`config.mk`:
```
export PLATFORM = sky130hd
export DESIGN_NAME = slave_in_port_flat
export DESIGN_NICKNAME = d
export VERILOG_FILES = /design/src/rtl/slave_in_port_if.sv /design/src/rtl/slave_in_port.sv /design/src/flat_wrapper.sv
export SDC_FILE = /design/constraint.sdc
export NUM_CORES = 1
export LEC_CHECK = 0
export CORE_MARGIN = 1
export CORE_UTILIZATION = 30
export CTS_CLUSTER_SIZE = 28
export DETAILED_ROUTE_END_ITERATION = 10
export PLACE_DENSITY_LB_ADDON = 0.15
export SETUP_SLACK_MARGIN = 0.15
export SLEW_MARGIN = 20
export SYNTH_ARGS = -nofsm -noshare
export SYNTH_HDL_FRONTEND = slang
export SYNTH_SLANG_ARGS = --single-unit
```
`constraint.sdc`:
```
create_clock -name clk -period 5.3 [get_ports clk]
set_input_delay 0.795 -clock clk [delete_from_list [all_inputs] [get_ports clk]]
set_output_delay 0.795 -clock clk [all_outputs]
set_load 0.03 [all_outputs]
```
`src/rtl/slave_in_port_if.sv`:
```
// rtl/slave_in_port_if.sv - serial slave request/response bus and local memory port bundle
// Purpose: groups every non-clock signal of slave_in_port.
// Ports (slave view): master_valid/read_en/write_en request qualifiers,
// tx_address/tx_data/tx_burst serial inputs (LSB first), slave_ready,
// rx_data/rx_valid serial read return, mem_addr/mem_wdata/mem_wr_en/
// mem_rd_en memory command side, mem_rdata memory return.
interface slave_in_port_if #(
    parameter int ADDR_WIDTH = 12,
    parameter int DATA_WIDTH = 8
);
    logic                  master_valid;
    logic                  read_en;
    logic                  write_en;
    logic                  tx_address;
    logic                  tx_data;
    logic                  tx_burst;
    logic                  slave_ready;
    logic                  rx_data;
    logic                  rx_valid;
    logic [ADDR_WIDTH-1:0] mem_addr;
    logic [DATA_WIDTH-1:0] mem_wdata;
    logic                  mem_wr_en;
    logic                  mem_rd_en;
    logic [DATA_WIDTH-1:0] mem_rdata;

    modport slave (
        input  master_valid, read_en, write_en,
        input  tx_address, tx_data, tx_burst,
        input  mem_rdata,
        output slave_ready, rx_data, rx_valid,
        output mem_addr, mem_wdata, mem_wr_en, mem_rd_en
    );

    modport master (
        output master_valid, read_en, write_en,
        output tx_address, tx_data, tx_burst,
        output mem_rdata,
        input  slave_ready, rx_data, rx_valid,
        input  mem_addr, mem_wdata, mem_wr_en, mem_rd_en
    );
endinterface

```
`src/rtl/slave_in_port.sv`:
```
// rtl/slave_in_port.sv - serial-in slave port bridging bit-serial bursts to a local memory
// Purpose: accepts a read or write request, shifts in a serial address and
// burst length, then either shifts in write beats and strobes them into
// memory, or reads memory beat by beat and shifts the words back out.
// Ports: clk (rising edge), rst (synchronous, active high),
// bus (slave_in_port_if.slave: request/serial lines, memory port).
module slave_in_port #(
    parameter int ADDR_WIDTH  = 12,
    parameter int DATA_WIDTH  = 8,
    parameter int BURST_WIDTH = 4
) (
    input  logic           clk,
    input  logic           rst,
    slave_in_port_if.slave bus
);

    localparam int CNT_MAX = (ADDR_WIDTH > DATA_WIDTH) ? ADDR_WIDTH : DATA_WIDTH;
    localparam int CW      = (CNT_MAX > 1) ? $clog2(CNT_MAX) : 1;

    typedef enum logic [2:0] {
        IDLE,
        ADDR,
        WDATA,
        RREQ,
        RWAIT,
        RDATA
    } state_t;

    state_t                 state_q, state_d;
    logic [CW-1:0]          bit_cnt_q, bit_cnt_d;
    logic [BURST_WIDTH-1:0] burst_q, burst_d;
    logic [BURST_WIDTH-1:0] beat_cnt_q, beat_cnt_d;
    logic [ADDR_WIDTH-1:0]  addr_sr_q, addr_sr_d;
    logic [ADDR_WIDTH-1:0]  addr_q, addr_d;
    logic [ADDR_WIDTH-1:0]  mem_addr_q, mem_addr_d;
    logic [DATA_WIDTH-1:0]  wsr_q, wsr_d;
    logic [DATA_WIDTH-1:0]  rsr_q, rsr_d;
    logic [DATA_WIDTH-1:0]  mem_wdata_q, mem_wdata_d;
    logic                   is_write_q, is_write_d;
    logic                   wr_en_q, wr_en_d;

    logic                   accept;
    logic                   abort;
    logic                   last_addr_bit;
    logic                   last_data_bit;
    logic                   last_beat;
    logic                   rx_valid_w;

    always_comb begin
        accept        = bus.master_valid && (bus.read_en ^ bus.write_en);
        abort         = (state_q != IDLE) && !bus.master_valid;
        last_addr_bit = (int'(bit_cnt_q) == ADDR_WIDTH - 1);
        last_data_bit = (int'(bit_cnt_q) == DATA_WIDTH - 1);
        last_beat     = (beat_cnt_q == burst_q);
    end

    always_comb begin
        state_d     = state_q;
        bit_cnt_d   = bit_cnt_q;
        burst_d     = burst_q;
        beat_cnt_d  = beat_cnt_q;
        addr_sr_d   = addr_sr_q;
        addr_d      = addr_q;
        mem_addr_d  = mem_addr_q;
        wsr_d       = wsr_q;
        rsr_d       = rsr_q;
        mem_wdata_d = mem_wdata_q;
        is_write_d  = is_write_q;
        wr_en_d     = 1'b0;

        unique case (state_q)
            IDLE: begin
                if (accept) begin
                    state_d    = ADDR;
                    is_write_d = bus.write_en;
                    bit_cnt_d  = '0;
                    beat_cnt_d = '0;
                end
            end

            ADDR: begin
                // Both fields shift in from the top so bit 0 ends up holding the first sample.
                addr_sr_d = {bus.tx_address, addr_sr_q[ADDR_WIDTH-1:1]};
                if (int'(bit_cnt_q) < BURST_WIDTH) begin
                    burst_d = {bus.tx_burst, burst_q[BURST_WIDTH-1:1]};
                end
                if (last_addr_bit) begin
                    bit_cnt_d = '0;
                    addr_d    = addr_sr_d;
                    if (is_write_q) begin
                        state_d = WDATA;
                    end else begin
                        state_d    = RREQ;
                        mem_addr_d = addr_sr_d;
                    end
                end else begin
                    bit_cnt_d = bit_cnt_q + CW'(1);
                end
            end

            WDATA: begin
                wsr_d = {bus.tx_data, wsr_q[DATA_WIDTH-1:1]};
                if (last_data_bit) begin
                    // Strobe lands in the next cycle, overlapping bit 0 of the following beat.
                    bit_cnt_d   = '0;
                    wr_en_d     = 1'b1;
                    mem_addr_d  = addr_q;
                    mem_wdata_d = wsr_d;
                    addr_d      = addr_q + ADDR_WIDTH'(1);
                    beat_cnt_d  = beat_cnt_q + BURST_WIDTH'(1);
                    if (last_beat) begin
                        state_d = IDLE;
                    end
                end else begin
                    bit_cnt_d = bit_cnt_q + CW'(1);
                end
            end

            RREQ: begin
                // mem_addr already holds this beat's address; advance the running one.
                addr_d  = addr_q + ADDR_WIDTH'(1);
                state_d = RWAIT;
            end

            RWAIT: begin
                rsr_d     = bus.mem_rdata;
                bit_cnt_d = '0;
                state_d   = RDATA;
            end

            RDATA: begin
                rsr_d = rsr_q >> 1;
                if (last_data_bit) begin
                    bit_cnt_d = '0;
                    if (last_beat) begin
                        state_d = IDLE;
                    end else begin
                        state_d    = RREQ;
                        mem_addr_d = addr_q;
                        beat_cnt_d = beat_cnt_q + BURST_WIDTH'(1);
                    end
                end else begin
                    bit_cnt_d = bit_cnt_q + CW'(1);
                end
            end

            default: begin
                state_d = IDLE;
            end
        endcase

        // A withdrawn request wins over everything: an unfinished beat is dropped
        // and the memory-facing registers keep whatever they last showed.
        if (abort) begin
            state_d     = IDLE;
            wr_en_d     = 1'b0;
            mem_addr_d  = mem_addr_q;
            mem_wdata_d = mem_wdata_q;
        end
    end

    always_ff @(posedge clk) begin
        if (rst) begin
            state_q     <= IDLE;
            bit_cnt_q   <= '0;
            burst_q     <= '0;
            beat_cnt_q  <= '0;
            addr_sr_q   <= '0;
            addr_q      <= '0;
            mem_addr_q  <= '0;
            wsr_q       <= '0;
            rsr_q       <= '0;
            mem_wdata_q <= '0;
            is_write_q  <= 1'b0;
            wr_en_q     <= 1'b0;
        end else begin
            state_q     <= state_d;
            bit_cnt_q   <= bit_cnt_d;
            burst_q     <= burst_d;
            beat_cnt_q  <= beat_cnt_d;
            addr_sr_q   <= addr_sr_d;
            addr_q      <= addr_d;
            mem_addr_q  <= mem_addr_d;
            wsr_q       <= wsr_d;
            rsr_q       <= rsr_d;
            mem_wdata_q <= mem_wdata_d;
            is_write_q  <= is_write_d;
            wr_en_q     <= wr_en_d;
        end
    end

    // Strobes are masked while rst is high so a reset landing mid-transaction
    // never lets a stale registered strobe reach memory.
    assign rx_valid_w      = (state_q == RDATA) && bus.master_valid && !rst;
    assign bus.rx_valid    = rx_valid_w;
    assign bus.rx_data     = rx_valid_w && rsr_q[0];
    assign bus.slave_ready = (state_q == IDLE);
    assign bus.mem_wr_en   = wr_en_q && !rst;
    assign bus.mem_rd_en   = (state_q == RREQ) && !rst;
    assign bus.mem_addr    = mem_addr_q;
    assign bus.mem_wdata   = mem_wdata_q;

endmodule

```
`src/flat_wrapper.sv`:
```
// flat-port wrapper written by rule: the top's interface ports become plain ports
module slave_in_port_flat 
#(
    parameter int ADDR_WIDTH  = 12,
    parameter int DATA_WIDTH  = 8,
    parameter int BURST_WIDTH = 4
)
  (clk, rst, bus_master_valid, bus_read_en, bus_write_en, bus_tx_address, bus_tx_data, bus_tx_burst, bus_mem_rdata, bus_slave_ready, bus_rx_data, bus_rx_valid, bus_mem_addr, bus_mem_wdata, bus_mem_wr_en, bus_mem_rd_en);
  slave_in_port_if #(.ADDR_WIDTH(ADDR_WIDTH), .DATA_WIDTH(DATA_WIDTH)) bus_i ();
  input  logic clk;
  input  logic rst;
  input wire logic [$bits(bus_i.master_valid)-1:0] bus_master_valid;
  input wire logic [$bits(bus_i.read_en)-1:0] bus_read_en;
  input wire logic [$bits(bus_i.write_en)-1:0] bus_write_en;
  input wire logic [$bits(bus_i.tx_address)-1:0] bus_tx_address;
  input wire logic [$bits(bus_i.tx_data)-1:0] bus_tx_data;
  input wire logic [$bits(bus_i.tx_burst)-1:0] bus_tx_burst;
  input wire logic [$bits(bus_i.mem_rdata)-1:0] bus_mem_rdata;
  output wire logic [$bits(bus_i.slave_ready)-1:0] bus_slave_ready;
  output wire logic [$bits(bus_i.rx_data)-1:0] bus_rx_data;
  output wire logic [$bits(bus_i.rx_valid)-1:0] bus_rx_valid;
  output wire logic [$bits(bus_i.mem_addr)-1:0] bus_mem_addr;
  output wire logic [$bits(bus_i.mem_wdata)-1:0] bus_mem_wdata;
  output wire logic [$bits(bus_i.mem_wr_en)-1:0] bus_mem_wr_en;
  output wire logic [$bits(bus_i.mem_rd_en)-1:0] bus_mem_rd_en;
  assign bus_i.master_valid = bus_master_valid;
  assign bus_i.read_en = bus_read_en;
  assign bus_i.write_en = bus_write_en;
  assign bus_i.tx_address = bus_tx_address;
  assign bus_i.tx_data = bus_tx_data;
  assign bus_i.tx_burst = bus_tx_burst;
  assign bus_i.mem_rdata = bus_mem_rdata;
  assign bus_slave_ready = bus_i.slave_ready;
  assign bus_rx_data = bus_i.rx_data;
  assign bus_rx_valid = bus_i.rx_valid;
  assign bus_mem_addr = bus_i.mem_addr;
  assign bus_mem_wdata = bus_i.mem_wdata;
  assign bus_mem_wr_en = bus_i.mem_wr_en;
  assign bus_mem_rd_en = bus_i.mem_rd_en;
  slave_in_port #(.ADDR_WIDTH(ADDR_WIDTH), .DATA_WIDTH(DATA_WIDTH), .BURST_WIDTH(BURST_WIDTH)) u_core (.clk(clk), .rst(rst), .bus(bus_i));
endmodule
```
==> impl_metrics.ini <==
[power]
cellPowerDensity_nw_per_um2 = 306
ir_worst_vdd_v = 0.000122
leakagePower_uw = 0.00151

[clock_network]
cts_made_buffers = 9
post_cts_resized = 0
path_clk_slew_ns = 0.05
clock-root-buffer = clkbuf_16
htree_levels = 3
cts_tree = yes
clock_path_buffers = 2
clock_sink_count = 75
cts_hold_buffers = 0
cts_post_setup_buffers_inserted = 0
clkLatencyLatePin_ns = 0.33

[worst_setup_path]
path_cells = nand2b_1 -> nor3b_1 -> clkdlybuf4s50_1
path_max_fanout = 24
slowest_stage = dfxtp_1
cp_slowest_stage_delay_ns = 0.76
path_class = flop to output port
cp-end-kind = output port
start_kind = flop
required_ns = 4.51
crit_arrival_ns = 2.88
worst-path-buf-inv = 1
critical_path.top_delay_family = simple AND/OR/NAND/NOR gates

[sta]
min_period_over_period_pct = 69.3
fmax_mhz = 272
grt_setup_unrepaired = false
layout_min_cycle_time_ns = 3.67
hold_violations = 0
worst_slack_ns = 1.63
tns_ns = 0
setup_viol = 0
fin_worst_skew_ns = 0.00384
tightest_slew_ns = 0.967
drv_slew = 0
slew_headroom_pct = 35.6

[route]
drt_iter0_markers = 199
totalWireLength_um = 9020
routed_via_density = 4.97
drc_errors = 0
ant_nets = 0
wire_per_inst_um = 14.1
dr.pass1.iters = 4
vias = 3183

[synth]
synth-seq-area-share_pct = 39.9
synth_edf_count = 0
avgSynthCellArea_um2 = 8.36
synth.distinct_cells = 60
ys.flop_type = dfxtp_1
synth_nets = 469
ys_warn_count = 0
synth-async-reset-ratio_pct = 0
syn_area_um2 = 3760
netlist_instances = 450
ys_seq_elements = 75

[layout]
drive_gt1_share_pct = 7.63
syn2layout_area_growth_pct = 19.3
antenna_cells = 0
nets = 488
fin_util_pct = 37.0
stdcell_count = 640
fillerInstances = 1266
final_area_um2 = 4490

[global_route]
grt_usage_pct = 14.8
grt_pass1_vias = 2935
grt_pass1_wl_um = 15100
grt-ovfl-total = 0
grt_start_max_net_pins = 56
antenna_found_initial = 0

[flow_run]
drv_cap = 0

[run_status]
status = finished clean

[place]
dp_hpwl_um = 6120
placed_area_um2 = 4180
pre_cts_slack_ns = 1.88
dpl.cell_count = 626
portBuffers = 40
routabilityCongestion = 0.768

[die]
die_y_um = 114
core_um2 = 12100
ioPinCount = 41
die_area_um2 = 13000
die_w_um = 114
rows = 40
start_util_pct = 31.1

[hold_path]
hold_path_class = flop to flop
-- cell type report --
cell class              instances  area, µm²  share of cell area, %
multi-input cells             338       2050                   45.6
flip-flops and latches         75       1500                   33.5
repair buffers                 43        418                   9.31
clock buffers                  12        267                   5.94
well taps                     168        210                   4.68
clock inverters                 2       35.0                  0.781
inverters                       2       7.51                  0.167
-- cells in the mapped netlist (2+ instances only) --
cell type   n  area share (%)
nand2_1    76             7.6
and3_1      5            0.83
or3_1       4            0.67
o21ai_2     2            0.47
nor2b_1     4            0.67
nand3_1     7            0.93
a31oi_1     4            0.67
o21ai_1    10             1.3
a211o_1     9             2.1
dfxtp_1    75              40
a22oi_1     2            0.40
buf_6       5             1.5
a2bb2oi_1   2            0.47
xor2_1      5             1.2
and4b_1     2            0.53
buf_2       7            0.93
o22ai_1     2            0.33
mux2i_1    25             6.7
buf_4       2            0.40
a21oi_1    50             6.7
a21o_1      2            0.40
nand2b_1    5            0.83
a311oi_1    2            0.47
o21ai_0    16             2.1
or3b_1      2            0.47
nor3_1      8             1.1
inv_1       2            0.20
nor2_1     35             3.5
or2_2       2            0.33
a211oi_1   10             2.0
nor3b_1     2            0.40
ha_1        3             1.0
and3b_1     2            0.47
o31ai_1     2            0.40
nand4_1     2            0.33
a21oi_2     5             1.2
clkbuf_1   19             1.9
nand3b_1    5             1.0
nor4_1      2            0.33
and2_1      6             1.0
-- routing by layer --
| layer | routed length (µm) | global-route usage (%) | up-vias | part of all wire [%] |
|---|---|---|---|---|
| met4 | 159 | 5.54 | 0 | 1.8 |
| met1 | 4830 | 21.0 | 1479 | 54 |
| met3 | 309 | 3.29 | 11 | 3.4 |
| met5 | 0 | 0 | - | 0 |
| met2 | 3720 | 21.8 | 62 | 41 |
| li1 | - | - | 1631 | - |
-- cell usage in the layout (no fill, tap or decap), drive strengths merged, types with 3 or more instances in the layout --
cell type and n:
ha 3, clkbuf 12, or3 4, nand2b 5
and3 5, clkdlybuf4s50 39, nor3 8, o22ai 3
mux2i 25, dfxtp 75, buf 4, a211o 9
nand3 7, nor2 35, nor3b 3, a21oi 56
a31oi 4, xor2 5, nor2b 4, o21ai 28
nand3b 6, a211oi 11, nand2 77, and2 6
-- kinds of logic after synthesis --
kind of cell / after synthesis / synth area share [%]
buffers and inverters: 37 / 5.89
multiplexers: 25 / 6.65
AO/OA/AOI/OAI: 128 / 22.1
AND/OR/NAND/NOR: 177 / 23.3
adder cells (fa/ha/maj): 3 / 0.998
XOR/XNOR: 5 / 1.16
flip-flops: 75 / 39.9
-- registers in the layout, summed over array words and instances, names as in the netlist --
| name | flops |
|---|---|
| u_core.addr_q | 12 |
| u_core.addr_sr_q | 11 |
| u_core.beat_cnt_q | 4 |
| u_core.bit_cnt_q | 4 |
| u_core.burst_q | 4 |
| u_core.bus.mem_addr | 12 |
| u_core.bus.mem_wdata | 8 |
| u_core.is_write_q | 1 |
| u_core.rsr_q | 8 |
| u_core.state_q | 3 |
| u_core.wr_en_q | 1 |
| u_core.wsr_q | 7 |
-- through the flow --
step           hold slack [ns]  power, µW
2_1_floorplan            0.436        736
5_1_grt                  0.487       1430
4_1_cts                  0.461       1390
6_report                 0.453       1370
3_5_place_dp             0.453        766
3_3_place_gp             0.445        766
-- worst paths after layout --
kind                                  start                             endpoint  slack, ns  depth (start not counted)
max          u_core.state_q[1]$_SDFFE_PP0P_                        bus_mem_rd_en       1.63                          3
min            u_core.wsr_q[1]$_SDFFE_PP0N_         u_core.wsr_q[1]$_SDFFE_PP0N_       0.45                          2
max reg2reg  u_core.state_q[1]$_SDFFE_PP0P_  u_core.bus.mem_addr[1]$_SDFFE_PP0P_       2.74                          5
min reg2reg    u_core.wsr_q[1]$_SDFFE_PP0N_         u_core.wsr_q[1]$_SDFFE_PP0N_       0.45                          2
-- where the power goes --
group | total, µW | internal [µW] | switching (µW)
logic | 167 | 59.3 | 108
registers | 586 | 572 | 13.6
clock network | 618 | 397 | 221
-- worst min-delay path: stages, from the launching register on --
cell,delay [ns]
dfxtp_1,0.30
nand2_1,0.05
a21oi_1,0.05
(Power assumes the default switching activity.)
